File: src/rtl/log_sched_pkg.sv
// log_sched_pkg: shared types and helpers for the log unit scheduler.
//   state_t   : scheduler FSM states (IDLE waits for a request, BUSY owns a frame)
//   LOG_I_BW  : input width of the shared log unit
//   LOG_O_BW  : output width of the shared log unit
//   id_width(): ceil(log2(n)) with a floor of 1, used for ID and counter widths
package log_sched_pkg;

    typedef enum logic [0:0] {
        IDLE = 1'b0,
        BUSY = 1'b1
    } state_t;

    localparam int LOG_I_BW = 32;
    localparam int LOG_O_BW = 8;

    function automatic int id_width(input int n);
        int w = 1;
        while ((1 << w) < n) w = w + 1;
        return w;
    endfunction

endpackage

File: src/rtl/log_sched_rr_arbiter.sv
// rr_arbiter: combinational round-robin pick.
//   i_req   : request vector, one bit per requester
//   i_ptr   : highest-priority index this round
//   o_grant : first requesting index at or after i_ptr, wrapping
//   o_any   : at least one request is present
module rr_arbiter #(
    parameter int NUM_REQ = 2,
    parameter int ID_BW   = 1
) (
    input  logic [NUM_REQ-1:0] i_req,
    input  logic [ID_BW-1:0]   i_ptr,
    output logic [ID_BW-1:0]   o_grant,
    output logic               o_any
);

    logic [ID_BW-1:0] w_idx;

    // Walk offsets from farthest to nearest so the nearest hit wins.
    always_comb begin
        o_grant = '0;
        w_idx   = '0;
        for (int off = NUM_REQ - 1; off >= 0; off--) begin
            w_idx = ID_BW'((int'(i_ptr) + off) % NUM_REQ);
            if (i_req[w_idx]) o_grant = w_idx;
        end
    end

    assign o_any = |i_req;

endmodule

File: src/rtl/log_sched.sv
// log_sched: frame-level round-robin scheduler in front of one shared log unit.
//   clk_i, rst_n_i          : clock, asynchronous active-low reset
//   en_i                    : global enable; low freezes state and blocks transfers
//   req_data/valid/last_i   : per-requester beat streams
//   req_ready_o             : per-requester accept (only the granted one, in BUSY)
//   log_data/valid/last_o   : granted beat routed to the log unit
//   log_data/valid/last_i   : combinational log unit result
//   data_o/valid_o/last_o   : registered result, last_o also marks forced ends
//   id_o                    : requester that produced the current output beat
//   err_o                   : pulse with the beat that hit MAX_LEN without last
module log_sched
    import log_sched_pkg::*;
#(
    parameter int NUM_REQ = 2,
    parameter int I_BW    = LOG_I_BW,
    parameter int O_BW    = LOG_O_BW,
    parameter int ID_BW   = id_width(NUM_REQ),
    parameter int MAX_LEN = 32
) (
    input  logic                    clk_i,
    input  logic                    rst_n_i,
    input  logic                    en_i,
    input  logic [NUM_REQ*I_BW-1:0] req_data_i,
    input  logic [NUM_REQ-1:0]      req_valid_i,
    input  logic [NUM_REQ-1:0]      req_last_i,
    output logic [NUM_REQ-1:0]      req_ready_o,
    output logic [I_BW-1:0]         log_data_o,
    output logic                    log_valid_o,
    output logic                    log_last_o,
    input  logic [O_BW-1:0]         log_data_i,
    input  logic                    log_valid_i,
    input  logic                    log_last_i,
    output logic [O_BW-1:0]         data_o,
    output logic                    valid_o,
    output logic                    last_o,
    output logic [ID_BW-1:0]        id_o,
    output logic                    err_o
);

    localparam int CNT_BW = id_width(MAX_LEN);

    state_t              r_state;
    state_t              w_state_next;
    logic [ID_BW-1:0]    r_ptr;
    logic [ID_BW-1:0]    r_grant;
    logic [CNT_BW-1:0]   r_cnt;
    logic [O_BW-1:0]     r_data;
    logic                r_valid;
    logic                r_last;
    logic [ID_BW-1:0]    r_id;
    logic                r_err;

    logic [ID_BW-1:0]    w_arb_grant;
    logic                w_arb_any;
    logic [I_BW-1:0]     w_beat [NUM_REQ];
    logic                w_busy;
    logic                w_sel_valid;
    logic                w_sel_last;
    logic                w_xfer;
    logic                w_at_max;
    logic                w_end;

    genvar gi;
    generate
        for (gi = 0; gi < NUM_REQ; gi++) begin : g_beat
            assign w_beat[gi] = req_data_i[gi*I_BW +: I_BW];
        end
    endgenerate

    rr_arbiter #(
        .NUM_REQ (NUM_REQ),
        .ID_BW   (ID_BW)
    ) u_arb (
        .i_req   (req_valid_i),
        .i_ptr   (r_ptr),
        .o_grant (w_arb_grant),
        .o_any   (w_arb_any)
    );

    assign w_busy      = (r_state == BUSY);
    assign w_sel_valid = req_valid_i[r_grant];
    assign w_sel_last  = req_last_i[r_grant];
    assign w_xfer      = w_busy & en_i & w_sel_valid;
    assign w_at_max    = (r_cnt == CNT_BW'(MAX_LEN - 1));
    // The MAX_LEN-th beat closes the frame even without a last flag.
    assign w_end       = w_xfer & (w_sel_last | w_at_max);

    // State register
    always_ff @(posedge clk_i or negedge rst_n_i) begin
        if (!rst_n_i)  r_state <= IDLE;
        else if (en_i) r_state <= w_state_next;
    end

    // Next-state logic
    always_comb begin
        w_state_next = r_state;
        case (r_state)
            IDLE:    if (w_arb_any) w_state_next = BUSY;
            BUSY:    if (w_end)     w_state_next = IDLE;
            default:                w_state_next = IDLE;
        endcase
    end

    // FSM outputs: ready and the routed beat
    always_comb begin
        req_ready_o = '0;
        if (w_busy && en_i) req_ready_o[r_grant] = 1'b1;
        log_data_o  = w_beat[r_grant];
        log_valid_o = w_xfer;
        log_last_o  = w_busy & (w_sel_last | w_at_max);
    end

    // Grant, round-robin pointer and beat counter
    always_ff @(posedge clk_i or negedge rst_n_i) begin
        if (!rst_n_i) begin
            r_ptr   <= '0;
            r_grant <= '0;
            r_cnt   <= '0;
        end else if (en_i) begin
            if (!w_busy && w_arb_any) begin
                r_grant <= w_arb_grant;
            end
            if (w_end) begin
                r_ptr <= (r_grant == ID_BW'(NUM_REQ - 1)) ? '0 : r_grant + 1'b1;
                r_cnt <= '0;
            end else if (w_xfer) begin
                r_cnt <= r_cnt + 1'b1;
            end
        end
    end

    // Output register; data and id hold while disabled
    always_ff @(posedge clk_i or negedge rst_n_i) begin
        if (!rst_n_i) begin
            r_data  <= '0;
            r_valid <= 1'b0;
            r_last  <= 1'b0;
            r_id    <= '0;
            r_err   <= 1'b0;
        end else if (en_i) begin
            r_data  <= log_data_i;
            r_valid <= log_valid_i;
            r_last  <= log_last_i;
            r_id    <= r_grant;
            r_err   <= w_xfer & w_at_max & ~w_sel_last;
        end else begin
            r_valid <= 1'b0;
            r_last  <= 1'b0;
            r_err   <= 1'b0;
        end
    end

    assign data_o  = r_data;
    assign valid_o = r_valid;
    assign last_o  = r_last;
    assign id_o    = r_id;
    assign err_o   = r_err;

endmodule

File: config.mk
export PLATFORM = sky130hd
export DESIGN_NAME = log_sched
export DESIGN_NICKNAME = d
export VERILOG_FILES = /design/src/rtl/log_sched_pkg.sv /design/src/rtl/log_sched_rr_arbiter.sv /design/src/rtl/log_sched.sv
export SDC_FILE = /design/constraint.sdc
export NUM_CORES = 1
export LEC_CHECK = 0
export CORE_AREA = 5 5 65 91
export DETAILED_ROUTE_END_ITERATION = 8
export DIE_AREA = 0 0 70 96
export GPL_ROUTABILITY_DRIVEN = 0
export GPL_TIMING_DRIVEN = 0
export PLACE_DENSITY = 0.85
export SETUP_SLACK_MARGIN = 0.05
export SYNTH_ARGS = -nofsm -noshare
export SYNTH_HDL_FRONTEND = slang
export SYNTH_SLANG_ARGS = --single-unit
File: constraint.sdc
create_clock -name clk_i -period 1.72 [get_ports clk_i]
set_input_delay 0.516 -clock clk_i [delete_from_list [all_inputs] [get_ports clk_i]]
set_output_delay 0.516 -clock clk_i [all_outputs]
set_load 0.01 [all_outputs]
Yosys cells after proc, flatten, opt, wreduce, memory -nomap -nowiden
Index checks and enable logic that the tools add are counted.
- output and inout port bits: 48
- register bits after elaboration: 20
- input bits: 81
- reductions and logical operators: 9
- multiplexer cells: 25
- bitwise logic cells: 10
- $lt $le $gt $ge: 5
- equality and inequality tests: 1
- add/subtract/negate cells: 3
- operators with widths (operator ; count):
    $mux 32 ; 3
    $mux 1 ; 17
    $mux 5 ; 2
    $and 1x1->1 ; 6
    $lt 1x2->1 const B ; 3
    $reduce_and 2->1 ; 3
    $add 5x1->5 const B ; 1
    $eq 5x5->1 const B ; 1
    $logic_and 1x1->1 ; 3
    $add 1x1->1 const B ; 2
    $ge 2x2->1 const B ; 1
    $mux 2 ; 1
    $not 1->1 ; 2
    $not 1->2 ; 1
    $pmux 1 s2 ; 1
    $reduce_bool 2->1 ; 1
    $reduce_or 2->1 ; 1
    $demux 1 s1 ; 1
    $ge 1x1->1 const B ; 1
    $logic_not 1->1 ; 1
    $or 1x1->1 ; 1

Depth between registers and ports, before layout
Gate-level depths: netlist of run 1.
- depth in word-level cells: 6
- gate-level depth with buffers: 6
- mapped depth without buffers: 6

Cells and area by module
Synthesis of run 1 repeated with hierarchy kept, for this count alone.
- cells, all modules: 105
- area total of the unflattened synthesis: 1296.2 µm²
- by module, submodules not included (module ; cells an instance ; times used ; area each (µm²)):
    log_sched ; 102 ; 1 ; 1278.7
    rr_arbiter ; 3 ; 1 ; 17.5

Least setup slack after synthesis of run 1
Ideal clock, no wire load.
- path type: reg-to-output
- start point: register r_grant
- end point: output log_data_o[0]
- arrival: 1220 ps
- path slack: -16 ps
- cell stages (with the launch flop): 4
- data required time: 1204 ps
- cells stage by stage: dfrtp_1 > buf_2 > buf_2 > mux2_1
- word-level cells in the longest chain between the ends: 4
- ends and longest elaborated chain (what ; RTL line ; RTL):
    start, declared ; log_sched.sv:45 ; logic [ID_BW-1:0] r_grant;
    start signal, assigned ; log_sched.sv:121 ; r_grant <= w_arb_grant;
    $not 1->2 (not written as such) ; log_sched.sv:108 ; log_data_o = w_beat[r_grant];
    $mux 32 (not written as such) (3 in series) ; log_sched.sv:108 ;
    end, declared ; log_sched.sv:27 ; output logic [I_BW-1:0] log_data_o,
Every way passes these cells. The select of a mux whose other input is x is not followed.

Worst setup path in the final report of run 1
- start point: register r_grant
- end point: output log_data_o[21]
The elaborated chain is that of the path after synthesis.

==> results of run 1 <==
## sequential cells by signal (all words and copies together), names as in the netlist
name	flops
r_grant	1
r_state	1
r_ptr	1
id_o	1
r_cnt	5
valid_o	1
data_o	8
last_o	1
err_o	1
## what timing repair did
action | CTS | global route
gates cloned | 1 | 3
pin swaps | 3 | 4
resized for setup | 228 | 37
endpoints found under the hold margin | 0 | 0
buffers inserted | 15 | 3
setup endpoints to repair | 55 | 46
## worst reg2reg max path, cell delays in order (launching register included)
cell     delay (ns)
dfrtp_1        0.39
ha_2           0.19
and3_4         0.18
ha_4           0.16
buf_6          0.11
nor4_4         0.24
buf_4          0.18
mux2_4         0.14
## routing by layer
layer	global-route usage (%)	wire length, um	vias to the layer above
li1	-	-	690
met1	16.3	2110	693
met2	27.9	2940	107
met3	11.0	949	2
met4	3.35	21	0
met5	0	0	-
## power groups by stage
| stage | logic [mW] | registers [mW] | clock network (mW) |
|---|---|---|---|
| 6_report | 2.84 | 0.658 | 0.346 |
| 5_1_grt | 2.99 | 0.675 | 0.371 |
| 4_1_cts | 2.32 | 0.660 | 0.359 |
| 3_5_place_dp | 1.72 | 0.658 | 0 |
| 3_3_place_gp | 1.70 | 0.649 | 0 |
| 2_1_floorplan | 0.802 | 0.655 | 0 |
## cell usage after synthesis (all sizes together) (2+ instances only)
cell and number:
a22o 3, and2 2, and3 2, buf 4, dfrtp 20, ha 2
inv 5, mux2 43, mux2i 4, nand2 2, nor2 3
## area by class of cell
type / count / area, um2 / area share [%]
Inverter: 5 / 18.8 / 0.580
Clock buffer: 4 / 55.1 / 1.70
Timing Repair Buffer: 150 / 1580 / 48.7
Multi-Input combinational cell: 74 / 915 / 28.3
Sequential cell: 20 / 502 / 15.5
Tap cell: 66 / 82.6 / 2.55
Buffer: 5 / 88.8 / 2.74
## per-stage QoR
step	instance area [um2]	setup WS, ns
after floorplan	1280	0.0418
after global placement	2640	-1.09
after detailed placement	2640	-1.10
after CTS	2970	-0.287
after global routing	3240	-0.306
final	3240	-0.266
## logic make-up (layout without fill, tap and decap cells)
group	Yosys count	after routing	share of synthesized area [%]
flip-flops	20	20	39.6
adder cells (fa/ha/maj)	2	2	1.98
AO/OA/AOI/OAI	11	11	6.73
multiplexers	47	47	41.4
buffers and inverters	10	164	3.36
AND/OR/NAND/NOR	14	14	6.92
## worst max path at each step
stage	to	slack (ns)	cells after the start
final	log_data_o[21]	-0.27	4
after global routing	log_data_o[21]	-0.31	4
after CTS	log_data_o[23]	-0.29	4
after detailed placement	req_ready_o[1]	-1.10	4
after global placement	req_ready_o[1]	-1.09	4
after floorplan	log_data_o[10]	0.04	3
==> out/qor.tcl, run 1 <==
set qor(run_status) {finished with violations}
set qor(violations) {setup timing}
set qor(routedWlPerCell_um) 18.6
set qor(final_slew_violations) 0
set qor(yosys.cell_types.count) 26
set qor(crit_chain) {buf_8 > clkbuf_16 > mux2_4 > buf_6}
set qor(synth_top_cell_area_share_pct) 39.6
set qor(synth_top_cell_by_area) {dfrtp_1}
set qor(globalRouteOverflowTotal) 0
set qor(totalNegativeSetupSlack_ns) -8.26
set qor(yosys_warnings) 0
set qor(setup_ws_ns) -0.266
set qor(end_kind) {output pin}
set qor(detail-route-antenna-nets) 0
set qor(timing.slew.headroom_pct) 40.6
set qor(ys_dominant_reg_cell) {dfrtp_1}
set qor(switching_share_pct) 31.6
set qor(grt_pass1_wl_mm) 8.50
set qor(vias_per_cell) 4.60
set qor(path_class) {reg2out}
set qor(netlist_instances) 104
set qor(worstPathMaxFanout) 7
set qor(num_rows) 31
set qor(required_ns) 1.20
set qor(worst_setup_path_start_kind) {flop}
set qor(finalHoldViolCount) 0
set qor(worst_hold_path.num_cells) 1
set qor(yosysSeqAreaShare_pct) 39.6
set qor(syn_avg_cell_area_um2) 12.2
set qor(synth.net_count) 187
set qor(max-clock-path-buffers) 2
set qor(fin_worst_skew_ns) 0.00384
set qor(intPower_mw) 2.63
set qor(detail_route.drc_violations) 0
set qor(drt-pass1-iter-count) 4
set qor(worstHoldEndpoint) {data_o[2]}
set qor(critical-path-slowest-cell) {dfrtp_2}
set qor(cts_root_buf) {clkbuf_8}
set qor(worst_ir_drop_vdd_uv) 792
set qor(initial_cell_density_of_the_core_pct) 25.1
set qor(pwr-share-seq_pct) 17.1
set qor(worst_r2r_startpoint) {r_cnt[0]}
set qor(ys_async_sr_fraction_pct) 100
set qor(fmax_mhz) 503
set qor(critical_path.top_delay_family) {flip-flops}
set qor(grt_antenna_before_repair) 0
set qor(n_fill_cell) 387
set qor(die_height_um) 96
set qor(cts_made_buffers) 3
set qor(switching_power_mw) 1.21
set qor(grt_pass1_vias) 1600
set qor(post_layout_nonfiller_instances) 324
set qor(period_needed_ns) 1.99
set qor(reg2reg_to) {r_cnt[0]}
set qor(core_mm2) 0.00504
set qor(critical-path-max-stage-delay_ns) 0.46
set qor(max_cap_viol_count) 0
set qor(hp-class) {reg2reg}
set qor(timing.final.crit_share_pct) 115
set qor(grt_max_degree) 21
set qor(io_pins) 129
set qor(p_per_area_mw_per_mm2) 1190
set qor(hold_slack_ns) 0.484
set qor(synth-edff-count) 0
set qor(clock_power_share_pct) 9.0
set qor(dp.cells) 298
set qor(worst_ep_arrival_time_ns) 1.47
set qor(worst-r2r-setup-slack_ns) 0.07
set qor(drive_above_1_share_pct) 45.7
set qor(post_detailed_placement_half_perimeter_wirelength_mm) 4.34
set qor(insertion_delay_ns) 0.25
set qor(number_of_synthesized_register_bits) 20
set qor(tritoncts_num_sinks) 20
set qor(drt_wl_total_mm) 6.02
set qor(global_route.usage.total_pct) 16.2
set qor(r2r_cells) 7
set qor(fin_nets) 342
set qor(antenna_cells_inserted) 0
set qor(most_frequent_cells_in_the_layout) {79 x clkdlybuf4s50_1, 38 x buf_6, 33 x mux2_4}
set qor(port_buf_inserts) 128
set qor(mappedNetlistArea_mm2) 0.00126
set qor(grt_setup_unrepaired) {true}
set qor(drt_first_iter_violations) 35
set qor(p_leak_nw) 1.50
set qor(tritoncts) {yes}
set qor(timing.critical_path.from) {r_grant}
set qor(clk_pin_slew_worst_paths_ns) 0.07
set qor(max_slew.worst_pin.slew_ns) 0.889
set qor(postLayoutCoreUtil_pct) 64.2
set qor(die-area_mm2) 0.00672
set qor(critical_path.n_buffers_inverters) 3
set qor(setup-violations-final) 36
set qor(hold_path.startpoint) {data_o[2]}
set qor(h_tree_depth) 1
set qor(area.growth.synth_to_final_pct) 156
set qor(die_w_um) 70
set qor(synthTopCellsByArea) {dfrtp_1 40%, mux2_1 36%, mux2i_1 3.2%}
set qor(combPwrFrac_pct) 73.9
set qor(most_frequent_standard_cell_in_the_layout_excluding_fill_and_tap_cells) {clkdlybuf4s50_1}
set qor(holdBufCountCts) 0
set qor(p_total_mw) 3.85
set qor(num_vias) 1492
Note: power is estimated with default switching activity, not from simulation.
==> run 2, diff against run 1 <==
Settings changed: CTS_CLUSTER_SIZE set to 30.
==> results of run 2 <==
Same layout as run 1: the final DEF is identical, and so are final timing and power.
